--- src/rtl/tmr_scrub_if.sv ---
// Bus bundle for the self-scrubbing triplicated register: per-channel write
// ports, voted read-back and the SEU monitoring outputs.
interface tmr_scrub_if #(
  parameter int WIDTH     = 8,
  parameter int CNT_WIDTH = 8
);
  logic [WIDTH-1:0]     dinA;
  logic [WIDTH-1:0]     dinB;
  logic [WIDTH-1:0]     dinC;
  logic                 loadA;
  logic                 loadB;
  logic                 loadC;
  logic                 clearCnt;
  logic [WIDTH-1:0]     doutA;
  logic [WIDTH-1:0]     doutB;
  logic [WIDTH-1:0]     doutC;
  logic                 errA;
  logic                 errB;
  logic                 errC;
  logic                 tmrErr;
  logic                 multiErr;
  logic [CNT_WIDTH-1:0] errCntA;
  logic [CNT_WIDTH-1:0] errCntB;
  logic [CNT_WIDTH-1:0] errCntC;

  modport master (
    output dinA, dinB, dinC, loadA, loadB, loadC, clearCnt,
    input  doutA, doutB, doutC, errA, errB, errC, tmrErr, multiErr,
    input  errCntA, errCntB, errCntC
  );

  modport slave (
    input  dinA, dinB, dinC, loadA, loadB, loadC, clearCnt,
    output doutA, doutB, doutC, errA, errB, errC, tmrErr, multiErr,
    output errCntA, errCntB, errCntC
  );
endinterface

--- src/rtl/tmr_scrub_register.sv ---
// Triplicated register with per-output voters, continuous scrubbing from the
// vote, registered mismatch flags and saturating per-channel error counters.
module tmr_scrub_register #(
  parameter int               WIDTH       = 8,
  parameter int               CNT_WIDTH   = 8,
  parameter logic [WIDTH-1:0] RESET_VALUE = {WIDTH{1'b0}}
) (
  input  logic        clk,
  input  logic        rstn,
  tmr_scrub_if.slave  bus
);

  localparam logic [CNT_WIDTH-1:0] CNT_ZERO = {CNT_WIDTH{1'b0}};
  localparam logic [CNT_WIDTH-1:0] CNT_MAX  = {CNT_WIDTH{1'b1}};
  localparam logic [CNT_WIDTH-1:0] CNT_ONE  = CNT_WIDTH'(1);

  // Bitwise 2-of-3 majority.
  function automatic logic [WIDTH-1:0] maj3(
    input logic [WIDTH-1:0] a,
    input logic [WIDTH-1:0] b,
    input logic [WIDTH-1:0] c
  );
    return (a & b) | (a & c) | (b & c);
  endfunction

  // Saturating counter update; clear takes priority over an increment.
  function automatic logic [CNT_WIDTH-1:0] nextCnt(
    input logic [CNT_WIDTH-1:0] cnt,
    input logic                 hit,
    input logic                 clr
  );
    logic [CNT_WIDTH-1:0] res;
    if (clr) begin
      res = CNT_ZERO;
    end else if (hit && (cnt != CNT_MAX)) begin
      res = cnt + CNT_ONE;
    end else begin
      res = cnt;
    end
    return res;
  endfunction

  logic [WIDTH-1:0]     regA_r;
  logic [WIDTH-1:0]     regB_r;
  logic [WIDTH-1:0]     regC_r;
  logic [WIDTH-1:0]     voteA_s;
  logic [WIDTH-1:0]     voteB_s;
  logic [WIDTH-1:0]     voteC_s;
  logic                 mmA_s;
  logic                 mmB_s;
  logic                 mmC_s;
  logic                 anyMm_s;
  logic                 multiMm_s;
  logic                 errA_r;
  logic                 errB_r;
  logic                 errC_r;
  logic                 tmrErr_r;
  logic                 multiErr_r;
  logic [CNT_WIDTH-1:0] cntA_r;
  logic [CNT_WIDTH-1:0] cntB_r;
  logic [CNT_WIDTH-1:0] cntC_r;

  // Three independent voters, one per output channel; each channel is checked
  // against its own voter so a voter fault stays confined to one channel.
  always_comb begin
    voteA_s   = maj3(regA_r, regB_r, regC_r);
    voteB_s   = maj3(regA_r, regB_r, regC_r);
    voteC_s   = maj3(regA_r, regB_r, regC_r);
    mmA_s     = (regA_r != voteA_s);
    mmB_s     = (regB_r != voteB_s);
    mmC_s     = (regC_r != voteC_s);
    anyMm_s   = mmA_s | mmB_s | mmC_s;
    multiMm_s = (mmA_s & mmB_s) | (mmA_s & mmC_s) | (mmB_s & mmC_s);
  end

  // Channel storage: load wins, otherwise refresh from the vote every cycle.
  always_ff @(posedge clk or negedge rstn) begin
    if (!rstn) begin
      regA_r <= RESET_VALUE;
      regB_r <= RESET_VALUE;
      regC_r <= RESET_VALUE;
    end else begin
      regA_r <= bus.loadA ? bus.dinA : voteA_s;
      regB_r <= bus.loadB ? bus.dinB : voteB_s;
      regC_r <= bus.loadC ? bus.dinC : voteC_s;
    end
  end

  // Mismatch flags report the pre-edge state one cycle later.
  always_ff @(posedge clk or negedge rstn) begin
    if (!rstn) begin
      errA_r     <= 1'b0;
      errB_r     <= 1'b0;
      errC_r     <= 1'b0;
      tmrErr_r   <= 1'b0;
      multiErr_r <= 1'b0;
    end else begin
      errA_r     <= mmA_s;
      errB_r     <= mmB_s;
      errC_r     <= mmC_s;
      tmrErr_r   <= anyMm_s;
      multiErr_r <= multiMm_s;
    end
  end

  // Per-channel saturating error counters.
  always_ff @(posedge clk or negedge rstn) begin
    if (!rstn) begin
      cntA_r <= CNT_ZERO;
      cntB_r <= CNT_ZERO;
      cntC_r <= CNT_ZERO;
    end else begin
      cntA_r <= nextCnt(cntA_r, mmA_s, bus.clearCnt);
      cntB_r <= nextCnt(cntB_r, mmB_s, bus.clearCnt);
      cntC_r <= nextCnt(cntC_r, mmC_s, bus.clearCnt);
    end
  end

  assign bus.doutA    = voteA_s;
  assign bus.doutB    = voteB_s;
  assign bus.doutC    = voteC_s;
  assign bus.errA     = errA_r;
  assign bus.errB     = errB_r;
  assign bus.errC     = errC_r;
  assign bus.tmrErr   = tmrErr_r;
  assign bus.multiErr = multiErr_r;
  assign bus.errCntA  = cntA_r;
  assign bus.errCntB  = cntB_r;
  assign bus.errCntC  = cntC_r;

endmodule

--- src/flat_wrapper.sv ---
// flat-port wrapper written by rule: the top's interface ports become plain ports
module tmr_scrub_register_flat 
#(
  parameter int               WIDTH       = 8,
  parameter int               CNT_WIDTH   = 8,
  parameter logic [WIDTH-1:0] RESET_VALUE = {WIDTH{1'b0}}
)
  (clk, rstn, bus_dinA, bus_dinB, bus_dinC, bus_loadA, bus_loadB, bus_loadC, bus_clearCnt, bus_doutA, bus_doutB, bus_doutC, bus_errA, bus_errB, bus_errC, bus_tmrErr, bus_multiErr, bus_errCntA, bus_errCntB, bus_errCntC);
  tmr_scrub_if #(.WIDTH(WIDTH), .CNT_WIDTH(CNT_WIDTH)) bus_i ();
  input  logic clk;
  input  logic rstn;
  input wire logic [$bits(bus_i.dinA)-1:0] bus_dinA;
  input wire logic [$bits(bus_i.dinB)-1:0] bus_dinB;
  input wire logic [$bits(bus_i.dinC)-1:0] bus_dinC;
  input wire logic [$bits(bus_i.loadA)-1:0] bus_loadA;
  input wire logic [$bits(bus_i.loadB)-1:0] bus_loadB;
  input wire logic [$bits(bus_i.loadC)-1:0] bus_loadC;
  input wire logic [$bits(bus_i.clearCnt)-1:0] bus_clearCnt;
  output wire logic [$bits(bus_i.doutA)-1:0] bus_doutA;
  output wire logic [$bits(bus_i.doutB)-1:0] bus_doutB;
  output wire logic [$bits(bus_i.doutC)-1:0] bus_doutC;
  output wire logic [$bits(bus_i.errA)-1:0] bus_errA;
  output wire logic [$bits(bus_i.errB)-1:0] bus_errB;
  output wire logic [$bits(bus_i.errC)-1:0] bus_errC;
  output wire logic [$bits(bus_i.tmrErr)-1:0] bus_tmrErr;
  output wire logic [$bits(bus_i.multiErr)-1:0] bus_multiErr;
  output wire logic [$bits(bus_i.errCntA)-1:0] bus_errCntA;
  output wire logic [$bits(bus_i.errCntB)-1:0] bus_errCntB;
  output wire logic [$bits(bus_i.errCntC)-1:0] bus_errCntC;
  assign bus_i.dinA = bus_dinA;
  assign bus_i.dinB = bus_dinB;
  assign bus_i.dinC = bus_dinC;
  assign bus_i.loadA = bus_loadA;
  assign bus_i.loadB = bus_loadB;
  assign bus_i.loadC = bus_loadC;
  assign bus_i.clearCnt = bus_clearCnt;
  assign bus_doutA = bus_i.doutA;
  assign bus_doutB = bus_i.doutB;
  assign bus_doutC = bus_i.doutC;
  assign bus_errA = bus_i.errA;
  assign bus_errB = bus_i.errB;
  assign bus_errC = bus_i.errC;
  assign bus_tmrErr = bus_i.tmrErr;
  assign bus_multiErr = bus_i.multiErr;
  assign bus_errCntA = bus_i.errCntA;
  assign bus_errCntB = bus_i.errCntB;
  assign bus_errCntC = bus_i.errCntC;
  tmr_scrub_register #(.WIDTH(WIDTH), .CNT_WIDTH(CNT_WIDTH), .RESET_VALUE(RESET_VALUE)) u_core (.clk(clk), .rstn(rstn), .bus(bus_i));
endmodule
--- config.mk ---
export PLATFORM = sky130hd
export DESIGN_NAME = tmr_scrub_register_flat
export DESIGN_NICKNAME = d
export VERILOG_FILES = /design/src/rtl/tmr_scrub_if.sv /design/src/rtl/tmr_scrub_register.sv /design/src/flat_wrapper.sv
export SDC_FILE = /design/constraint.sdc
export NUM_CORES = 1
export LEC_CHECK = 0
export BUFFER_PORTS_ARGS = -buffer_cell sky130_fd_sc_hd__buf_2
export CAP_MARGIN = 5
export CORE_MARGIN = 1
export CORE_UTILIZATION = 47
export DETAILED_ROUTE_END_ITERATION = 8
export HOLD_SLACK_MARGIN = 0.06
export PLACE_DENSITY = 0.8
export SYNTH_ARGS = -nofsm -noshare
export SYNTH_HDL_FRONTEND = slang
export SYNTH_SLANG_ARGS = --single-unit
--- constraint.sdc ---
create_clock -name clk -period 1.99 [get_ports clk]
set_clock_uncertainty 0.05 [all_clocks]
set_input_delay 0.0995 -clock clk [delete_from_list [all_inputs] [get_ports clk]]
set_output_delay 0.0995 -clock clk [all_outputs]
set_load 0.02 [all_outputs]
Yosys cells after proc, flatten, opt, wreduce, memory -nomap -nowiden
Index checks and enable logic that the tools add are counted.
- input bits: 30
- bits in registers: 53
- output and inout bits: 53
- word-level logic and storage cells: 47
- equal/unequal tests: 6
- multiplexer cells: 9
- add/sub/neg operators: 3
- bitwise logic cells: 12
- reductions and logical operators: 6
- operators with widths (operator ; count):
    $mux 8 ; 9
    $add 8x1->8 const B ; 3
    $and 8x8->8 ; 3
    $ne 8x8->1 ; 3
    $ne 8x8->1 const B ; 3
    $or 8x8->8 ; 2
    $reduce_bool 2->1 ; 3
    $or 1x1->1 ; 4
    $and 1x1->1 ; 3
    $logic_and 1x1->1 ; 3

Logic depth before layout (Yosys ltp)
- depth after elaboration: 7
- mapped depth: 7
- gate-level depth less buffers: 6

Worst setup path after synthesis
No wires, ideal clock.
- path type: register to register
- start: register u_core.regB_r[7]
- end: register u_core.cntC_r[4] (netlist: u_core.bus.errCntC[4])
- data required time: 1815 ps
- library setup time: 125 ps
- stages on the path, launching flop included: 8
- path buffers: 1
- path slack: -103 ps
- data arrival time: 1917 ps
- cells stage by stage: dfrtp_1 > and3b_2 > a2111oi_2 > nand4_2 > and2_4 > buf_6 > and4_4 > mux2_4
- cells in the longest elaborated chain, start to end: 6
- elaborated cells between the ends (all ways): 7
- classes of those cells: 1 x eq/ne; 4 x bitwise; 2 x reduce/logical
- RTL lines (element ; RTL line ; RTL):
    from (decl) ; tmr_scrub_register.sv:44 ; logic [WIDTH-1:0] regB_r;
    from (signal assigned) ; tmr_scrub_register.sv:84 ; regB_r <= bus.loadB ? bus.dinB : voteB_s;
    $and 8x8->8 ; tmr_scrub_register.sv:23 ; return (a & b) | (a & c) | (b & c);
    $or 8x8->8 ; tmr_scrub_register.sv:23 ;
    $or 8x8->8 (*) ; tmr_scrub_register.sv:23 ;
    $ne 8x8->1 (*) ; tmr_scrub_register.sv:71 ; mmC_s = (regC_r != voteC_s);
    named net u_core.mmC_s ; tmr_scrub_register.sv:51 ; logic mmC_s;
    $logic_and 1x1->1 (*) ; tmr_scrub_register.sv:35 ; end else if (hit && (cnt != CNT_MAX)) begin
    $reduce_bool 2->1 (no line) (*) ; -- ;
    to (signal assigned) ; tmr_scrub_register.sv:115 ; cntC_r <= nextCnt(cntC_r, mmC_s, bus.clearCnt);
    to (decl) ; tmr_scrub_register.sv:61 ; logic [CNT_WIDTH-1:0] cntC_r;
The timed path passes the listed nets; every way through them passes the cells marked *.
A chain may end at the register's enable or synchronous reset.

Worst setup path after layout
- start: register u_core.regA_r[1]
- end: register u_core.cntC_r[4] (netlist: u_core.bus.errCntC[4])
- cells in the longest elaborated chain, start to end: 6
- elaborated cells between the ends (all ways): 7
- classes of those cells: 1 x eq/ne; 4 x bitwise; 2 x reduce/logical
- RTL lines (element ; RTL line ; RTL):
    from (decl) ; tmr_scrub_register.sv:43 ; logic [WIDTH-1:0] regA_r;
    from (signal assigned) ; tmr_scrub_register.sv:83 ; regA_r <= bus.loadA ? bus.dinA : voteA_s;
    $and 8x8->8 ; tmr_scrub_register.sv:23 ;
    $or 8x8->8 (*) (2 in series) ; tmr_scrub_register.sv:23 ;
    $ne 8x8->1 (*) ; tmr_scrub_register.sv:71 ;
    named net u_core.mmC_s ; tmr_scrub_register.sv:51 ;
    $logic_and 1x1->1 (*) ; tmr_scrub_register.sv:35 ;
    $reduce_bool 2->1 (no line) (*) ; -- ;
Marks and branches as above.

==> metrics.txt <==
Leak 2.04 nW; vias in the first global route 2684; Site Rows 28; top_reg_cell synth dfrtp_1; dpl hpwl 4.92 mm; FFs w/ async S/R, synth 100%; Hold Crit Class input port to flop; GRT met1 Usage 28.6%; Overflow after GRT 0; Worst-Margin Slew 656 ps; first-pass GRT wire length 12.0 mm; fillers 467; storage element area 1330 sq um; largest net degree at the start of global routing 34; Worst Path Required 2140 ps; CP Capture Type flop; top post-synthesis cells by area dfrtp_1 (45%), o21ai_0 (5.8%), nand2_1 (4.6%), buf_4 (4.1%), nor3b_1 (3.6%); commonest cells after routing, fill and taps aside buf_2 (82), dfrtp_1 (51), nand2_1 (36); critical path arrival 2150 ps; initial core utilization 49.2%; grt met3 use 4.38%; Die Height 81.2 um; Adder-Cell Fraction of Synth Area 1.27%; failing checks negative setup slack; status finished, violations left; routed via count 2788; Final Net Count 475; unrepaired setup endpoints after global routing yes; area leader, netlist dfrtp_1; post-synthesis simple-gate area fraction 25.3%; max cap viols 0; WL/cell 14.3 um; Design Area, Final 4050 sq um; H-tree Lvls 2; Area growth, synth to finish 37.4%; Yosys Warn Count 0; Placed Area 3540 sq um; root buffer cell clkbuf_8; Final min period 2000 ps; commonest non-fill, non-tap cell in the layout buf_2; final hold slack 105 ps; Rel. slew slack 56.3%; CTS Buffer Depth 2; Synth cell types 42; final period utilization 101%; DIE WIDTH 81.2 um; antenna violations before repair 0; final cell count without fillers 518; post-synthesis compound-gate area fraction 15.3%; Clk pin slew, worst setup/hold paths 90 ps; largest family of logic cells by synthesized area simple AND/OR/NAND/NOR gates; Worst setup SP type flop; detailed-route wire length 7.41 mm; pwr/cell area 762 nW/um^2; VDD IR-drop max 0.000435 V; Post-DRT Antenna Nets 0; initial DRC count 101; Worst Setup Slack, final -13.2 ps; IO Pins 83; post-synthesis mux area share 3.87%; Die Footprint 6590 sq um; Pre-antenna DRT Iters 5; Inst Count DP 482; Post-synth EDFFs 0; GRT Util Overall 23.7%; Fmax 499 MHz; Yosys top cell area share 45.0%; worst-path fanout max 6; GRT met2 Usage 42.6%; clk sinks 53; type of the worst setup path flop to flop; Synth Instances 318; CTS tree built; Core Region 5990 sq um; total power 0.00308 W; Yosys reg bits 53; pre-CTS WS -160 ps; I/O Buffers 82; Synth Area in XOR/XNOR 2.08%; # DRC 0; layout cells sized above 1 34.5%; Vias/cell 5.38; final hold viol count 0; gpl congestion 0.832; clock latency at the later pin of the worst-skew pair 300 ps; multi-input logic area 1540 sq um; gr busiest metal met2; cts bufs inserted 5; Pins Over Slew Limit 0; sequential fraction of the synthesis area 45.0%; Synth Net Count 351; Post-Syn Area 2950 sq um; setup violators final 2; Syn Area/Cell 9.26 sq um; antenna cells 0
==> area by class of cell <==
cell class              count  area share [%]
flip-flops and latches     53            32.8
clock buffers               7            2.38
well taps                  75            2.32
inverters                  14            1.30
repair buffers            141            22.9
multi-input cells         227            38.1
clock inverters             1           0.124
==> worst max-delay path, cell delays in order, from the launching register on <==
cell	delay, ps
dfrtp_1	440
and3b_1	210
a2111oi_4	360
nand4_2	160
and2_4	200
and4_4	190
mux2_4	280
==> cells in the mapped netlist (2+ instances only) <==
| cell type | instances |
|---|---|
| a21o_1 | 2 |
| mux2_1 | 7 |
| and3b_1 | 12 |
| nor2_1 | 25 |
| and3_1 | 6 |
| inv_1 | 13 |
| nor4_1 | 2 |
| o21a_1 | 4 |
| nand3_1 | 8 |
| a21oi_1 | 16 |
| a221oi_1 | 2 |
| nor2b_1 | 10 |
| xnor2_1 | 6 |
| a211oi_1 | 4 |
| a2111oi_2 | 3 |
| nand4_1 | 8 |
| ha_1 | 3 |
| nand2_1 | 36 |
| nand3b_1 | 2 |
| clkbuf_1 | 7 |
| nand2b_1 | 2 |
| a2111oi_0 | 3 |
| nor3b_1 | 14 |
| o21ai_0 | 34 |
| mux2i_1 | 2 |
| o22ai_1 | 2 |
| dfrtp_1 | 53 |
| buf_4 | 16 |
| nor3_1 | 2 |
| a21bo_1 | 2 |
==> per-stage QoR <==
stage / setup TNS [ps] / utilization (%)
after CTS: -18.6 / 66.3
after floorplan: -106 / -
final: -21.3 / 67.5
after detailed placement: -718 / 59.0
after global placement: -226 / 59.0
after global routing: -532 / 67.5
==> metal layers <==
metal,routed length (um),vias up
met5,0,-
met4,90,0
met3,401,10
met2,3750,111
met1,3160,1313
li1,-,1354
==> cells by family (layout without fill, tap and decap cells) <==
kind of cell             Yosys count  in the layout
AND/OR/NAND/NOR                  134            134
XOR/XNOR                           7              7
buffers and inverters             38            163
adder cells (fa/ha/maj)            3              3
multiplexers                      10             10
AO/OA/AOI/OAI                     73             73
flip-flops                        53             53
==> state kept, by name, summed over array words and instances, names as in the netlist <==
| name | count |
|---|---|
| u_core.regB_r | 8 |
| u_core.bus.errCntC | 8 |
| u_core.bus.tmrErr | 1 |
| u_core.bus.errC | 1 |
| u_core.bus.multiErr | 1 |
| u_core.regC_r | 8 |
| u_core.bus.errCntA | 8 |
| u_core.bus.errA | 1 |
| u_core.bus.errB | 1 |
| u_core.regA_r | 8 |
| u_core.bus.errCntB | 8 |
==> worst paths after layout <==
check / from / end / slack, ps / cells past startpoint
max: u_core.regA_r[1] / u_core.bus.errCntC[4] / -10 / 6
min: bus_loadC / u_core.regC_r[5] / 100 / 3
max reg2reg: u_core.regA_r[1] / u_core.bus.errCntC[4] / -10 / 6
min reg2reg: u_core.bus.errCntC[6] / u_core.bus.errCntC[6] / 550 / 2
max in group asynchronous: rstn / u_core.regA_r[7] / 1020 / 3
min in group asynchronous: rstn / u_core.bus.errCntB[5] / 310 / 2
==> power by group <==
part	internal, W	switching [W]	total, W
clock	0.000315	0.000341	0.000656
combinational	0.000491	0.000607	0.00110
sequential	0.00119	0.000139	0.00133
total	0.00199	0.00109	0.00308
==> what timing repair did <==
action	in CTS	in global routing
gates resized for setup	15	12
setup buffers	0	3
hold buffers	25	0
setup endpoints to repair	13	18
pin swaps	5	3
endpoints found under the hold margin	51	0
(Power assumes the default switching activity.)
